### src/rtl/alu_arbiter.sv
// rtl/alu_arbiter.sv - two-requester round-robin front end for a shared multi-cycle ALU
// Operands are held on the registered ALU drive for SETTLE cycles, then the result is captured.
module alu_arbiter #(
    parameter int unsigned SETTLE = 4
) (
    input  logic        clk,
    input  logic        reset_n,
    input  logic        req0_valid,
    input  logic        req1_valid,
    output logic        req0_ready,
    output logic        req1_ready,
    input  logic [63:0] req0_a,
    input  logic [63:0] req0_b,
    input  logic [63:0] req1_a,
    input  logic [63:0] req1_b,
    input  logic [2:0]  req0_op,
    input  logic [2:0]  req1_op,
    output logic [63:0] alu_a,
    output logic [63:0] alu_b,
    output logic [2:0]  alu_cntrl,
    input  logic [63:0] alu_result,
    input  logic        alu_negative,
    input  logic        alu_zero,
    input  logic        alu_overflow,
    input  logic        alu_carry_out,
    output logic        rsp_valid,
    output logic        rsp_id,
    output logic [63:0] rsp_result,
    output logic [3:0]  rsp_flags,
    output logic        busy
);

    typedef enum logic [1:0] {
        ST_IDLE = 2'd0,
        ST_WAIT = 2'd1,
        ST_RESP = 2'd2
    } state_e;

    state_e      state_q, state_d;
    logic [7:0]  cnt_q, cnt_d;
    logic        last_q, last_d;
    logic        id_q, id_d;
    logic [63:0] alu_a_q, alu_a_d;
    logic [63:0] alu_b_q, alu_b_d;
    logic [2:0]  alu_cntrl_q, alu_cntrl_d;
    logic [63:0] rsp_result_q, rsp_result_d;
    logic [3:0]  rsp_flags_q, rsp_flags_d;
    logic        rsp_id_q, rsp_id_d;
    logic        grant;

    always_comb begin
        state_d      = state_q;
        cnt_d        = cnt_q;
        last_d       = last_q;
        id_d         = id_q;
        alu_a_d      = alu_a_q;
        alu_b_d      = alu_b_q;
        alu_cntrl_d  = alu_cntrl_q;
        rsp_result_d = rsp_result_q;
        rsp_flags_d  = rsp_flags_q;
        rsp_id_d     = rsp_id_q;
        grant        = 1'b0;
        req0_ready   = 1'b0;
        req1_ready   = 1'b0;

        case (state_q)
            ST_IDLE: begin
                // On a tie the requester that was not served last wins.
                if (req0_valid && req1_valid) begin
                    grant = ~last_q;
                end else begin
                    grant = req1_valid;
                end
                req0_ready = req0_valid && !grant;
                req1_ready = req1_valid && grant;
                if (req0_ready || req1_ready) begin
                    alu_a_d     = grant ? req1_a  : req0_a;
                    alu_b_d     = grant ? req1_b  : req0_b;
                    alu_cntrl_d = grant ? req1_op : req0_op;
                    id_d        = grant;
                    last_d      = grant;
                    cnt_d       = 8'(SETTLE - 1);
                    state_d     = ST_WAIT;
                end
            end
            ST_WAIT: begin
                if (cnt_q == 8'd0) begin
                    rsp_result_d = alu_result;
                    rsp_flags_d  = {alu_negative, alu_zero, alu_overflow, alu_carry_out};
                    rsp_id_d     = id_q;
                    state_d      = ST_RESP;
                end else begin
                    cnt_d = cnt_q - 8'd1;
                end
            end
            ST_RESP: begin
                state_d = ST_IDLE;
            end
            default: begin
                state_d = ST_IDLE;
            end
        endcase
    end

    always_ff @(posedge clk or negedge reset_n) begin
        if (!reset_n) begin
            state_q      <= ST_IDLE;
            cnt_q        <= 8'd0;
            last_q       <= 1'b1;
            id_q         <= 1'b0;
            alu_a_q      <= 64'd0;
            alu_b_q      <= 64'd0;
            alu_cntrl_q  <= 3'b000;
            rsp_result_q <= 64'd0;
            rsp_flags_q  <= 4'd0;
            rsp_id_q     <= 1'b0;
        end else begin
            state_q      <= state_d;
            cnt_q        <= cnt_d;
            last_q       <= last_d;
            id_q         <= id_d;
            alu_a_q      <= alu_a_d;
            alu_b_q      <= alu_b_d;
            alu_cntrl_q  <= alu_cntrl_d;
            rsp_result_q <= rsp_result_d;
            rsp_flags_q  <= rsp_flags_d;
            rsp_id_q     <= rsp_id_d;
        end
    end

    assign alu_a      = alu_a_q;
    assign alu_b      = alu_b_q;
    assign alu_cntrl  = alu_cntrl_q;
    assign rsp_result = rsp_result_q;
    assign rsp_flags  = rsp_flags_q;
    assign rsp_id     = rsp_id_q;
    assign rsp_valid  = (state_q == ST_RESP);
    assign busy       = (state_q != ST_IDLE);

endmodule

### config.mk
export PLATFORM = sky130hd
export DESIGN_NAME = alu_arbiter
export DESIGN_NICKNAME = d
export VERILOG_FILES = /design/src/rtl/alu_arbiter.sv
export SDC_FILE = /design/constraint.sdc
export NUM_CORES = 1
export LEC_CHECK = 0
export ABC_AREA = 0
export CAP_MARGIN = 10
export CORE_AREA = 2 2 207 209
export DETAILED_ROUTE_END_ITERATION = 8
export DIE_AREA = 0 0 209 211
export PLACE_DENSITY = 0.57
export SYNTH_ARGS = -nofsm -noshare
export SYNTH_HDL_FRONTEND = slang
export SYNTH_SLANG_ARGS = --single-unit
### constraint.sdc
create_clock -name clk -period 2.29 [get_ports clk]
set_input_delay 0.687 -clock clk [delete_from_list [all_inputs] [get_ports clk]]
set_output_delay 0.687 -clock clk [all_outputs]
set_load 0.03 [all_outputs]
## Word-level counts from Yosys, hierarchy flattened

Index checks and enable logic that the tools add are counted.

| storage, ports and cells | value |
|---|---|
| register bits | 212 |
| bits in latches | 0 |
| memory bits (writable) | 0 |
| bits in read-only memories | 0 |
| bits of input ports | 334 |
| memories kept | 0 |

| operators by class | value |
|---|---|
| $add $sub $neg | 1 |
| multipliers | 0 |
| div/mod/pow operators | 0 |
| magnitude comparators | 0 |
| equal/unequal tests | 5 |
| shift operators | 0 |
| mux-type cells | 13 |
| bitwise logic cells | 1 |
| reduce and logical (&&, ||, !) cells | 13 |

Operator list:

| operator | number |
|---|---|
| $mux 64 | 2 |
| $mux 8 | 2 |
| $pmux 8 s2 | 1 |
| $logic_not 8->1 | 1 |
| $sub 8x1->8 const B | 1 |
| $ne 2x2->1 const B | 3 |
| $reduce_and 2->1 | 3 |
| $mux 1 | 4 |
| $mux 2 | 2 |
| $pmux 2 s2 | 1 |
| $reduce_bool 2->1 | 2 |
| $logic_and 1x1->1 | 3 |
| $mux 3 | 1 |
| $reduce_and 3->1 | 1 |
| $eq 2x1->1 const B | 1 |
| $eq 2x2->1 const B | 1 |
| $logic_not 2->1 | 1 |
| $logic_not 1->1 | 1 |
| $logic_or 1x1->1 | 1 |
| $not 1->1 | 1 |

## Depth between registers and ports, before layout

Gate-level depths: netlist (run 1).

| depth | value |
|---|---|
| word-level depth | 8 |
| mapped depth | 6 |
| mapped depth without buffers | 5 |

## Worst setup path before layout (run 1)

No wires, ideal clock.

| timing path | value |
|---|---|
| path type | flip-flop to output port |
| start | register state_q[1] |
| end | output port req1_ready |
| arrival | 1.643 ns |
| setup slack | -0.040 ns |
| cell stages (with the launch flop) | 6 |
| buffers on the path | 2 |
| cells stage by stage | dfrtp_1 > nor2_2 > inv_2 > clkbuf_1 > clkbuf_1 > nor2_1 |

| between the ends | value |
|---|---|
| cells in the longest elaborated chain, start to end | 2 |

Ends and longest elaborated chain:

| what | RTL line | text |
|---|---|---|
| start, declared | 39 | `state_e state_q, state_d;` |
| start signal, assigned | 118 | `state_q <= state_d;` |
| $logic_not 2->1 | 66 | `case (state_q)` |
| $mux 1 | 66 |  |
| end, declared | 11 | `output logic req1_ready,` |

No other way between the ends.

## Worst setup path in the final report (run 1)

| timing path | value |
|---|---|
| start | register alu_b_q[43] (netlist: alu_b[43]) |
| end | output port alu_b[43] |

RTL lines:

| what | RTL line | text |
|---|---|---|
| start, declared | 44 | `logic [63:0] alu_b_q, alu_b_d;` |
| start signal, assigned | 123 | `alu_b_q <= alu_b_d;` |
| end, declared | 19 | `output logic [63:0] alu_b,` |

No word-level cell between the ends.

==> results of run 1 <==
[cells by family (layout without fill, tap and decap cells)]
family	after synthesis	count (layout)	synth area share [%]
buffers and inverters	69	635	3.775
AND/OR/NAND/NOR	24	24	1.894
flip-flops	212	212	56.18
AO/OA/AOI/OAI	281	281	15.14
other	0	1	0
multiplexers	206	206	22.74
adder cells (fa/ha/maj)	2	2	0.2649
[path summary, 6_finish.rpt]
check | startpoint | endpoint | slack [ps]
max in group asynchronous | reset_n | alu_b[28] | 1530
setup / recovery | alu_b[43] | alu_b[43] | 40
min in group clk | rsp_result[63] | rsp_result[63] | 480
setup reg to reg | cnt_q[0] | rsp_result[52] | 350
hold reg to reg | rsp_result[63] | rsp_result[63] | 480
hold / removal | reset_n | rsp_result[11] | 100
[sequential cells by signal, indices dropped and copies added (netlist names)]
register,flops
alu_b,64
rsp_flags,4
rsp_result,64
last_q,1
cnt_q,8
rsp_id,1
state_q,2
alu_cntrl,3
alu_a,64
id_q,1
[layer usage]
metal / track usage (%) / share of wire [%] / up-vias
li1: - / - / 3973
met1: 17.48 / 40 / 4052
met2: 26.51 / 50 / 341
met3: 4.118 / 7.8 / 44
met4: 3.966 / 2.1 / 0
met5: 0 / 0 / -
[timing repair]
item / 4_1_cts / 5_1_grt
gates resized for setup: 89 / 80
hold endpoints to repair: 0 / 0
setup endpoints to repair: 84 / 81
cloned: 0 / 0
buffers inserted: 3 / 1
pin swaps: 1 / 1
[layout by cell type (no fill, tap or decap), drive strengths merged, types with 3 or more instances in the layout]
cell             n
dlygate4sd2     83
dfrtp          211
mux2            69
clkdlybuf4s50  370
o21ai          270
inv              3
a21oi            3
clkinv           6
clkbuf          39
dlymetal6s2s    80
mux2i          137
a21boi           3
nand2            4
buf             51
nor2             5
[stage by stage]
stage / setup WS [ps] / total power [mW] / area (um^2)
after floorplan: 77.89 / 4.302 / 9448
after global placement: -173.1 / 5.242 / 15710
after detailed placement: -156.9 / 5.252 / 15710
after CTS: 0.06939 / 9.242 / 16460
after global routing: -0.0005551 / 9.461 / 16670
final: 43.34 / 9.053 / 16670
[final cells by class]
| cell class | count | area (um^2) | share of cell area [%] |
|---|---|---|---|
| multi-input cells | 513 | 3816 | 22.90 |
| well taps | 539 | 674.4 | 4.046 |
| clock inverters | 7 | 40.04 | 0.2402 |
| repair buffers | 585 | 6041 | 36.24 |
| flip-flops and latches | 212 | 5306 | 31.84 |
| clock buffers | 39 | 770.7 | 4.624 |
| inverters | 4 | 16.27 | 0.09759 |
| diodes | 1 | 2.502 | 0.01501 |
[power by group]
group          internal (mW)  leakage (nW)  switching (mW)  total [mW]
Combinational          0.798          5.47           0.511        1.31
Clock                   2.31         0.397            1.60        3.91
Sequential              3.81          2.79          0.0264        3.84
Total                   6.92          8.65            2.14        9.05
==> results.yml, run 1 <==
status:
  status: "completed"
floorplan:
  core-area_um2: 41760
  ios: 538
  row_count: 75
  die_x_um: 209
  start_util_pct: 22.62
  die_h_um: 211
  die_area_um2: 44100
global_route:
  grt_max_degree: 71
  grt_remaining_overflow: 0
  grt_pass1_wl_mm: 51.47
  grt_pass1_vias: 8854
  antenna_found_initial: 1
  grt_usage_pct: 14.84
cells_and_area:
  drive_gt1_share_pct: 11.76
  fin_util_pct: 39.91
  nFillCells: 4086
  nets: 1678
  fin_cells: 1900
  syn_to_final_growth_pct: 76.46
clock_network:
  cts_hold_buf: 0
  cts_max_level: 1
  ctsRootBufferMaster: "clkbuf_16"
  clock-sinks: 212
  cts_buffer_depth: 3
  cts_buffers: 26
  cts_tree: "done"
  clk_pin_slew_worst_paths_ps: 50
  clk_latency_ps: 530
worst_setup_path:
  critical_path.cell_chain: "clkdlybuf4s50_1"
  crit_family: "buffers and inverters"
  slowest_delay_ps: 690
  reg2regPathDepth: 6
  startpoint_type: "flop"
  arrival_ps: 1560
  path_class: "reg2out"
  critical-path-slowest-cell: "clkdlybuf4s50_1"
  critPathBufInv: 1
  worst_setup_path_end_kind: "output port"
  critPathMaxFanout: 2
  crit_cells: 1
  worst-endpoint-required_ps: 1600
synthesis:
  ys_ff_latch: 212
  synth_area_um2: 9445
  ys_top_cells_by_count: "o21ai_0 (244), dfrtp_1 (211), mux2i_1 (137)"
  synth.area.top_cells: "dfrtp_1 (56%), mux2i_1 (15%), o21ai_0 (13%)"
  syn_inst: 794
  synth_nets: 1130
  synthFlopType: "dfrtp_1"
  yosys.area.top_type_share_pct: 55.90
  synthArstFlopShare_pct: 100.0
  synth.distinct_cells: 39
  yosysTopAreaCell: "dfrtp_1"
  yosys_warnings: 0
  synth_edf_count: 0
  syn_area_per_cell_um2: 11.90
  ys_seq_area_share_pct: 56.18
  yosysMostFrequentCell: "o21ai_0"
detailed_routing:
  remaining_drc_errors: 0
  vias_per_cell: 4.426
  via_count: 8410
  postRouteAntennaNets: 0
  wl_per_cell_um: 17.78
  routed_wl_mm: 33.79
  drt_iter0_drc: 344
  dr.pass1.iters: 4
timing:
  finalSetupViolations: 0
  slew_headroom_pct: 53.20
  period_share_pct: 98.11
  fin_tns_setup_ps: 0
  skew_ps: 16.16
  fmax_mhz: 445.1
  final_hold_viol_count: 0
  final_max_slew_viol_count: 0
  max_slew.worst_pin.slew_ps: 702.0
  layout_min_cycle_time_ps: 2247
  whs_ps: 99.12
power_and_ir_drop:
  leakage_nw: 8.650
  p_per_area_nw_per_um2: 543.2
  vdd_ir_drop_max_mv: 0.4621
job:
  drv_cap: 0
placement:
  place_congestion: 0.7630
  io_buffers: 537
  hpwl_mm: 25.02
  dp.cells: 1849
hold_path:
  min_path_type: "in2async"
(Power assumes the default switching activity.)
==> inputs of run 2 (changes only) <==
==> config.mk (replaced) <==
export PLATFORM = sky130hd
export DESIGN_NAME = alu_arbiter
export DESIGN_NICKNAME = d
export VERILOG_FILES = /design/src/rtl/alu_arbiter.sv
export SDC_FILE = /design/constraint.sdc
export NUM_CORES = 1
export LEC_CHECK = 0
export ABC_AREA = 1
export CAP_MARGIN = 10
export CORE_AREA = 2 2 206 208
export DETAILED_ROUTE_END_ITERATION = 8
export DIE_AREA = 0 0 208 210
export DONT_BUFFER_PORTS = 1
export MAX_ROUTING_LAYER = met4
export PLACE_DENSITY = 0.4
export SYNTH_ARGS = -nofsm -noshare
export SYNTH_HDL_FRONTEND = slang
export SYNTH_SLANG_ARGS = --single-unit
==> run 2 against run 1 <==
Effect of this change:
- synthesized cell count up 38%
- utilization down 14 points
- the flow now finishes with violations (negative hold slack)
- critical path depth is 3 higher
- non-clock buffer count is 559 lower
- setup slack lost 7.1 ps
- largest power group is now sequential cells
- combinational power grew to 3.2 times the previous value
- sequential cell count unchanged
- highest routed layer unchanged
- count of clock-buffer cells in the layout down 1
==> results.yml, run 2 <==
worst_setup_path:
  timing.rr.start: "cnt_q[0]"
  worst-endpoint-required_ps: 1600
  worst_setup_path_end_kind: "output port"
  rrSetupSlack_ps: 530
  critPathMaxFanout: 3
  arrival_ps: 1570
  startpoint_type: "flop"
  crit_start: "last_q"
  r2r_end: "rsp_result[14]"
  reg2regPathDepth: 10
  path_class: "reg2out"
detailed_routing:
  routed_wl_mm: 32.82
  dr.pass1.iters: 4
  postRouteAntennaNets: 0
  via_count: 7462
  wl_per_cell_um: 19.99
  vias_per_cell: 4.544
  drt_iter0_drc: 518
  remaining_drc_errors: 0
global_route:
  met2_usage_pct: 23.74
  grt_util_met3_pct: 4.410
  grt_remaining_overflow: 0
  use_met1_pct: 17.23
  grt_pass1_vias: 7565
  gr-max-usage-layer: "met2"
  grt_usage_pct: 14.74
  antenna_found_initial: 4
  grt_max_degree: 213
  grt_pass1_wl_mm: 48.87
power_and_ir_drop:
  switchingPower_mw: 9.516
  p_int_mw: 9.686
  switching_share_pct: 49.56
  power_frac_clock_pct: 21.9
  pwr-share-seq_pct: 56.1
  leakage_nw: 4.896
  p_per_area_nw_per_um2: 1807
  vdd_ir_drop_max_mv: 0.8411
  p_comb_share_pct: 21.9
synthesis:
  synth.area.top_cells: "dfrtp_1 (58%), nand2_1 (15%), o21ai_0 (7.9%)"
  synth_edf_count: 0
  ys_top_cells_by_count: "nand2_1 (368), dfrtp_1 (211), nor2_1 (143), o21ai_0 (143), o21ai_1 (123)"
  synth.distinct_cells: 22
  yosys.area.top_type_share_pct: 57.93
  yosys_warnings: 0
  synthAdderAreaFrac_pct: 0.2745
  synth_top_family_by_area: "simple AND/OR/NAND/NOR gates"
  yosysTopAreaCell: "dfrtp_1"
  synth_area_um2: 9115
  ys_seq_area_share_pct: 58.22
  synthArstFlopShare_pct: 100.0
  synth-simple-area-share_pct: 21.85
  synthFlopType: "dfrtp_1"
  muxShareOfSynthArea_pct: 0
  synth_compound_area_share_pct: 15.04
  syn_inst: 1098
  synth_nets: 1434
  ys_ff_latch: 212
  syn_area_per_cell_um2: 8.301
  synth_xor_area_share_pct: 0.2883
  yosysMostFrequentCell: "nand2_1"
floorplan:
  core-area_um2: 41480
  die_area_um2: 43680
  ios: 538
  die_x_um: 208
  row_count: 75
  start_util_pct: 21.98
  die_h_um: 210
timing:
  final_max_slew_viol_count: 0
  setup_slack_ps: 36.23
  rsz0062_at_grt: "yes"
  skew_ps: 9.746
  final_hold_viol_count: 211
  slew_headroom_pct: 63.48
  max_slew.worst_pin.slew_ps: 547.9
  fmax_mhz: 443.7
  layout_min_cycle_time_ps: 2254
  period_share_pct: 98.42
  whs_ps: -150.8
  finalSetupViolations: 0
clock_network:
  cts_buffers: 26
  ctsRootBufferMaster: "clkbuf_16"
  clk_pin_slew_worst_paths_ps: 60
  clock-sinks: 212
  clk_latency_ps: 540
  cts_tree: "done"
  cts_max_level: 1
  cts_buffer_depth: 3
status:
  status: "finished, violations left"
  failed_checks: "negative hold slack"
cells_and_area:
  nFillCells: 4609
  final_common_cell: "nand2_1"
  layout_common_cells: "nand2_1 (367), dfrtp_1 (211), nor2_1 (143), o21ai_0 (143), o21ai_1 (123)"
  nets: 1418
  syn_to_final_growth_pct: 16.60
  fin_cells: 1642
  drive_gt1_share_pct: 7.643
placement:
  io_buffers: 0
  place_ws_ps: 253.5
  hpwl_mm: 23.20
  place_congestion: 0.7887
  dp.cells: 1591
job:
  drv_cap: 0
hold_path:
  min_path_type: "in2async"
[run 2: cell types whose count changed after synthesis, sizes merged, moves of 3 or more]
cell and delta:
inv +14, nor2 +140, nand3 +4, xor2 +3
nand2 +367, mux2 -69, buf +14, clkbuf -9
mux2i -137, a21boi -3, o21ai -4
[run 2: worst max path at each step]
stage	depth (start not counted)	endpoint	slack, ps
detailed placement	5	req1_ready	250
finish	4	req0_ready	40
global placement	5	req1_ready	250
floorplan	5	req1_ready	30
CTS	4	req1_ready	3
global route	4	req0_ready	-40
[run 2: final cells by class]
| class | instances | area (um^2) | area share, % |
|---|---|---|---|
| Inverter | 18 | 72.57 | 0.6828 |
| Clock inverter | 7 | 87.58 | 0.8241 |
| Multi-Input combinational cell | 798 | 3422 | 32.20 |
| Clock buffer | 38 | 777.0 | 7.311 |
| Sequential cell | 212 | 5306 | 49.93 |
| Timing Repair Buffer | 26 | 277.8 | 2.614 |
| Antenna cell | 4 | 10.01 | 0.09418 |
| Tap cell | 539 | 674.4 | 6.346 |
[run 2: repair_timing]
| item | 4_1_cts | 5_1_grt |
|---|---|---|
| pin swaps | 1 | 1 |
| buffers inserted | 0 | 2 |
| gates cloned | 0 | 0 |
| endpoints found under the setup margin | 2 | 1 |
| resized for setup | 1 | 2 |
| hold endpoints to repair | 211 | 211 |
[run 2: stage by stage]
| stage | hold slack (ps) | TNS, ps | utilization, % | power, mW | cell area [um^2] |
|---|---|---|---|---|---|
| 2_1_floorplan | 391.4 | 0 | - | 13.43 | 9120 |
| 3_3_place_gp | 397.9 | 0 | 23.45 | 15.10 | 9728 |
| 3_5_place_dp | 397.1 | 0 | 23.45 | 15.18 | 9728 |
| 4_1_cts | -195.3 | 0 | 25.54 | 19.50 | 10600 |
| 5_1_grt | -187.3 | -65.81 | 25.62 | 20.49 | 10630 |
| 6_report | -150.8 | 0 | 25.62 | 19.20 | 10630 |
[run 2: logic make-up (layout without fill, tap and decap cells)]
family                   count (synthesis)  after routing
AO/OA/AOI/OAI                          269            269
XOR/XNOR                                 3              3
adder cells (fa/ha/maj)                  2              2
buffers and inverters                   88             89
flip-flops                             212            212
other                                    0              4
AND/OR/NAND/NOR                        524            524
[run 2: layer usage]
layer,up-vias,share of wire (%)
met3,57,8.7
met1,3572,39
met2,334,49
met5,-,0
met4,0,3.5
li1,3499,-
[run 2: power groups by stage]
stage / logic [mW] / clock network, mW / registers, mW
floorplan: 3.28 / 0 / 10.1
global placement: 4.19 / 0 / 10.9
detailed placement: 4.32 / 0 / 10.9
CTS: 4.30 / 4.36 / 10.8
global route: 4.99 / 4.52 / 11.0
finish: 4.21 / 4.21 / 10.8
[run 2: worst max-delay path, cell delays in order, from the launching register on]
cell and delay [ps]:
dfstp_2 560, a21oi_4 80, buf_6 120, nor3_2 90
buf_4 180
==> inputs of run 3 (changes only) <==
==> constraint.sdc (replaced) <==
create_clock -name clk -period 2.29 [get_ports clk]
set_input_delay 0.229 -clock clk [delete_from_list [all_inputs] [get_ports clk]]
set_output_delay 0.229 -clock clk [all_outputs]
set_load 0.03 [all_outputs]
==> run 3 against run 2 <==
Effect of this change:
- area after synthesis is the same
- synthesized cell count did not move
- the flow now stops in 4_1_cts
==> results.yml, run 3 <==
status:
  status: "stopped before the end"
  lastStage: "4_1_cts"
  error: "[ERROR RSZ-0060] Max buffer count reached."
synthesis:
  synthArstFlopShare_pct: 100.0
  syn_inst: 1098
  yosys.area.top_type_share_pct: 57.93
  synth_nets: 1434
  ys_seq_area_share_pct: 58.22
  yosysMostFrequentCell: "nand2_1"
  yosysTopAreaCell: "dfrtp_1"
  synth.area.top_cells: "dfrtp_1 (58%), nand2_1 (15%), o21ai_0 (7.9%)"
  ys_top_cells_by_count: "nand2_1 (368), dfrtp_1 (211), nor2_1 (143), o21ai_0 (143), o21ai_1 (123)"
  syn_area_per_cell_um2: 8.301
  synthFlopType: "dfrtp_1"
  synth_area_um2: 9115
  synth.distinct_cells: 22
  ys_ff_latch: 212
  synth_edf_count: 0
  yosys_warnings: 0
clock_network:
  cts_buffers: 27
  cts_resized: 0
  post_cts_buffers: 0
  cts_hold_buf: 328
  ctsRootBufferMaster: "clkbuf_16"
  clock-sinks: 212
  cts_max_level: 1
  cts_buffer_depth: 3
floorplan:
  ios: 538
  start_util_pct: 21.98
  die_h_um: 210
  row_count: 75
  die_x_um: 208
placement:
  hpwl_mm: 22.14
  place_congestion: 0.7562
  io_buffers: 0
run 3: kinds of logic after synthesis:
group	Yosys count	share of synthesized area (%)
XOR/XNOR	3	0.2883
adder cells (fa/ha/maj)	2	0.2745
flip-flops	212	58.22
buffers and inverters	88	4.324
AO/OA/AOI/OAI	269	15.04
AND/OR/NAND/NOR	524	21.85
run 3: metrics by stage:
step | hold slack, ps | instances | utilization (%) | worst slack (ps) | cell area, um^2
detailed placement | -62.26 | 1587 | 23.34 | 512.1 | 9681
floorplan | -66.59 | 1098 | - | 599.6 | 9115
global placement | -61.63 | 1587 | 23.34 | 575.1 | 9681
==> inputs of run 4 (changes only) <==
--- a/config.mk
+++ b/config.mk
@@ -7,12 +7,11 @@
 export LEC_CHECK = 0
 export ABC_AREA = 1
 export CAP_MARGIN = 10
-export CORE_AREA = 2 2 206 208
+export CORE_AREA = 2 2 212 214
 export DETAILED_ROUTE_END_ITERATION = 8
-export DIE_AREA = 0 0 208 210
+export DIE_AREA = 0 0 214 216
 export DONT_BUFFER_PORTS = 1
-export MAX_ROUTING_LAYER = met4
-export PLACE_DENSITY = 0.4
+export PLACE_DENSITY_LB_ADDON = 0.15
 export SYNTH_ARGS = -nofsm -noshare
 export SYNTH_HDL_FRONTEND = slang
 export SYNTH_SLANG_ARGS = --single-unit
==> run 4 against run 3 <==
Effect of this change:
- the flow now finishes, with violations (negative hold slack)
==> results.yml, run 4 (synthesis gave the netlist of run 2 again) <==
global_route:
  grt_usage_pct: 15.11
  grt_max_degree: 213
  grt_pass1_vias: 9303
  antenna_found_initial: 4
  grt_remaining_overflow: 0
  grt_pass1_wl_mm: 55.46
cells_and_area:
  layout_common_cells: "nand2_1 (368), dlygate4sd3_1 (330), dfrtp_1 (211)"
  final_cell_area_um2: 14000
  drive_gt1_share_pct: 5.271
  final_common_cell: "nand2_1"
  nFillCells: 4554
  syn_to_final_growth_pct: 53.58
  nets: 1740
  fin_cells: 2019
floorplan:
  ios: 538
  row_count: 77
  die_area_um2: 46220
  core-area_um2: 43840
  die_h_um: 216
  start_util_pct: 20.79
  die_x_um: 214
worst_setup_path:
  worst-endpoint-required_ps: 2780
  rrSetupSlack_ps: 80
  reg2regPathDepth: 7
  startpoint_type: "flop"
  timing.rr.start: "state_q[1]"
  worst_setup_path_end_kind: "flop"
  arrival_ps: 2710
  r2r_end: "alu_b[33]"
  crit_start: "state_q[1]"
  critPathMaxFanout: 66
  path_class: "reg2reg"
power_and_ir_drop:
  vdd_ir_drop_max_mv: 0.6006
  p_per_area_nw_per_um2: 1518
  leakage_nw: 6.307
placement:
  hpwl_mm: 23.14
  place_congestion: 0.8595
  io_buffers: 0
  dp.cells: 1635
  place_ws_ps: 434.7
  dpl_cell_area_um2: 9734
timing:
  finalSetupViolations: 0
  fmax_mhz: 451.5
  setup_slack_ps: 75.23
  max_slew.worst_pin.slew_ps: 597.0
  final_hold_viol_count: 212
  skew_ps: 13.97
  period_share_pct: 96.71
  final_max_slew_viol_count: 0
  slew_headroom_pct: 60.20
  fin_tns_setup_ps: 0
  rsz0062_at_grt: "yes"
  whs_ps: -624.9
  layout_min_cycle_time_ps: 2215
detailed_routing:
  via_count: 8808
  drt_iter0_drc: 484
  routed_wl_mm: 37.08
  postRouteAntennaNets: 0
  dr.pass1.iters: 5
  vias_per_cell: 4.363
  remaining_drc_errors: 0
  wl_per_cell_um: 18.37
job:
  drv_cap: 0
clock_network:
  clk_latency_ps: 560
  cts_buffer_depth: 3
  cts_hold_buf: 330
  ctsRootBufferMaster: "clkbuf_16"
  clk_pin_slew_worst_paths_ps: 60
  clock-sinks: 212
  cts_buffers: 28
  cts_tree: "done"
  cts_max_level: 1
hold_path:
  min_path_type: "in2async"
status:
  failed_checks: "negative hold slack"
  status: "finished, violations left"
[run 4: worst max path at each step]
stage | cells after the start | endpoint
floorplan | 3 | req0_ready
detailed placement | 8 | cnt_q[5]
global placement | 8 | cnt_q[2]
finish | 7 | alu_b[33]
CTS | 8 | alu_a[46]
global route | 7 | alu_b[54]
[run 4: critical path, cell delays in order (launching register included)]
cell and delay (ps):
dfrtp_1 390, inv_2 60, nand2_1 90, a21oi_4 240, clkbuf_8 490, o21ai_0 170, o21ai_1 140, dlygate4sd3_1 570
[run 4: power by group]
group / switching [mW] / internal (mW)
Sequential: 5.30 / 5.58
Combinational: 3.07 / 2.85
Clock: 1.73 / 2.72
[run 4: what timing repair did]
action | in CTS | in global routing
endpoints found under the setup margin | 0 | 67
resized for setup | 0 | 12
endpoints found under the hold margin | 411 | 212
buffers inserted | 0 | 0
[run 4: per-stage QoR]
| stage | util [%] | hold WS [ps] | total power, mW |
|---|---|---|---|
| after global placement | 22.21 | -61.28 | 15.14 |
| after detailed placement | 22.21 | -60.97 | 15.18 |
| final | 31.93 | -624.9 | 21.25 |
| after CTS | 31.86 | -674.9 | 21.36 |
| after floorplan | - | -66.59 | 13.42 |
| after global routing | 31.93 | -663.5 | 22.56 |
[run 4: area by class of cell]
class / instances / area, um^2 / area share (%)
repair buffers: 346 / 3522 / 25.16
clock inverters: 8 / 98.84 / 0.7061
inverters: 18 / 75.07 / 0.5363
flip-flops and latches: 212 / 5306 / 37.91
clock buffers: 41 / 830.8 / 5.935
multi-input cells: 798 / 3415 / 24.39
diodes: 4 / 10.01 / 0.07151
well taps: 592 / 740.7 / 5.291
[run 4: metal layers]
layer	share of wire (%)	global-route usage, %
met1	39	17.33
met2	49	25.70
met3	8.3	4.792
met4	4.0	6.900
met5	0	0
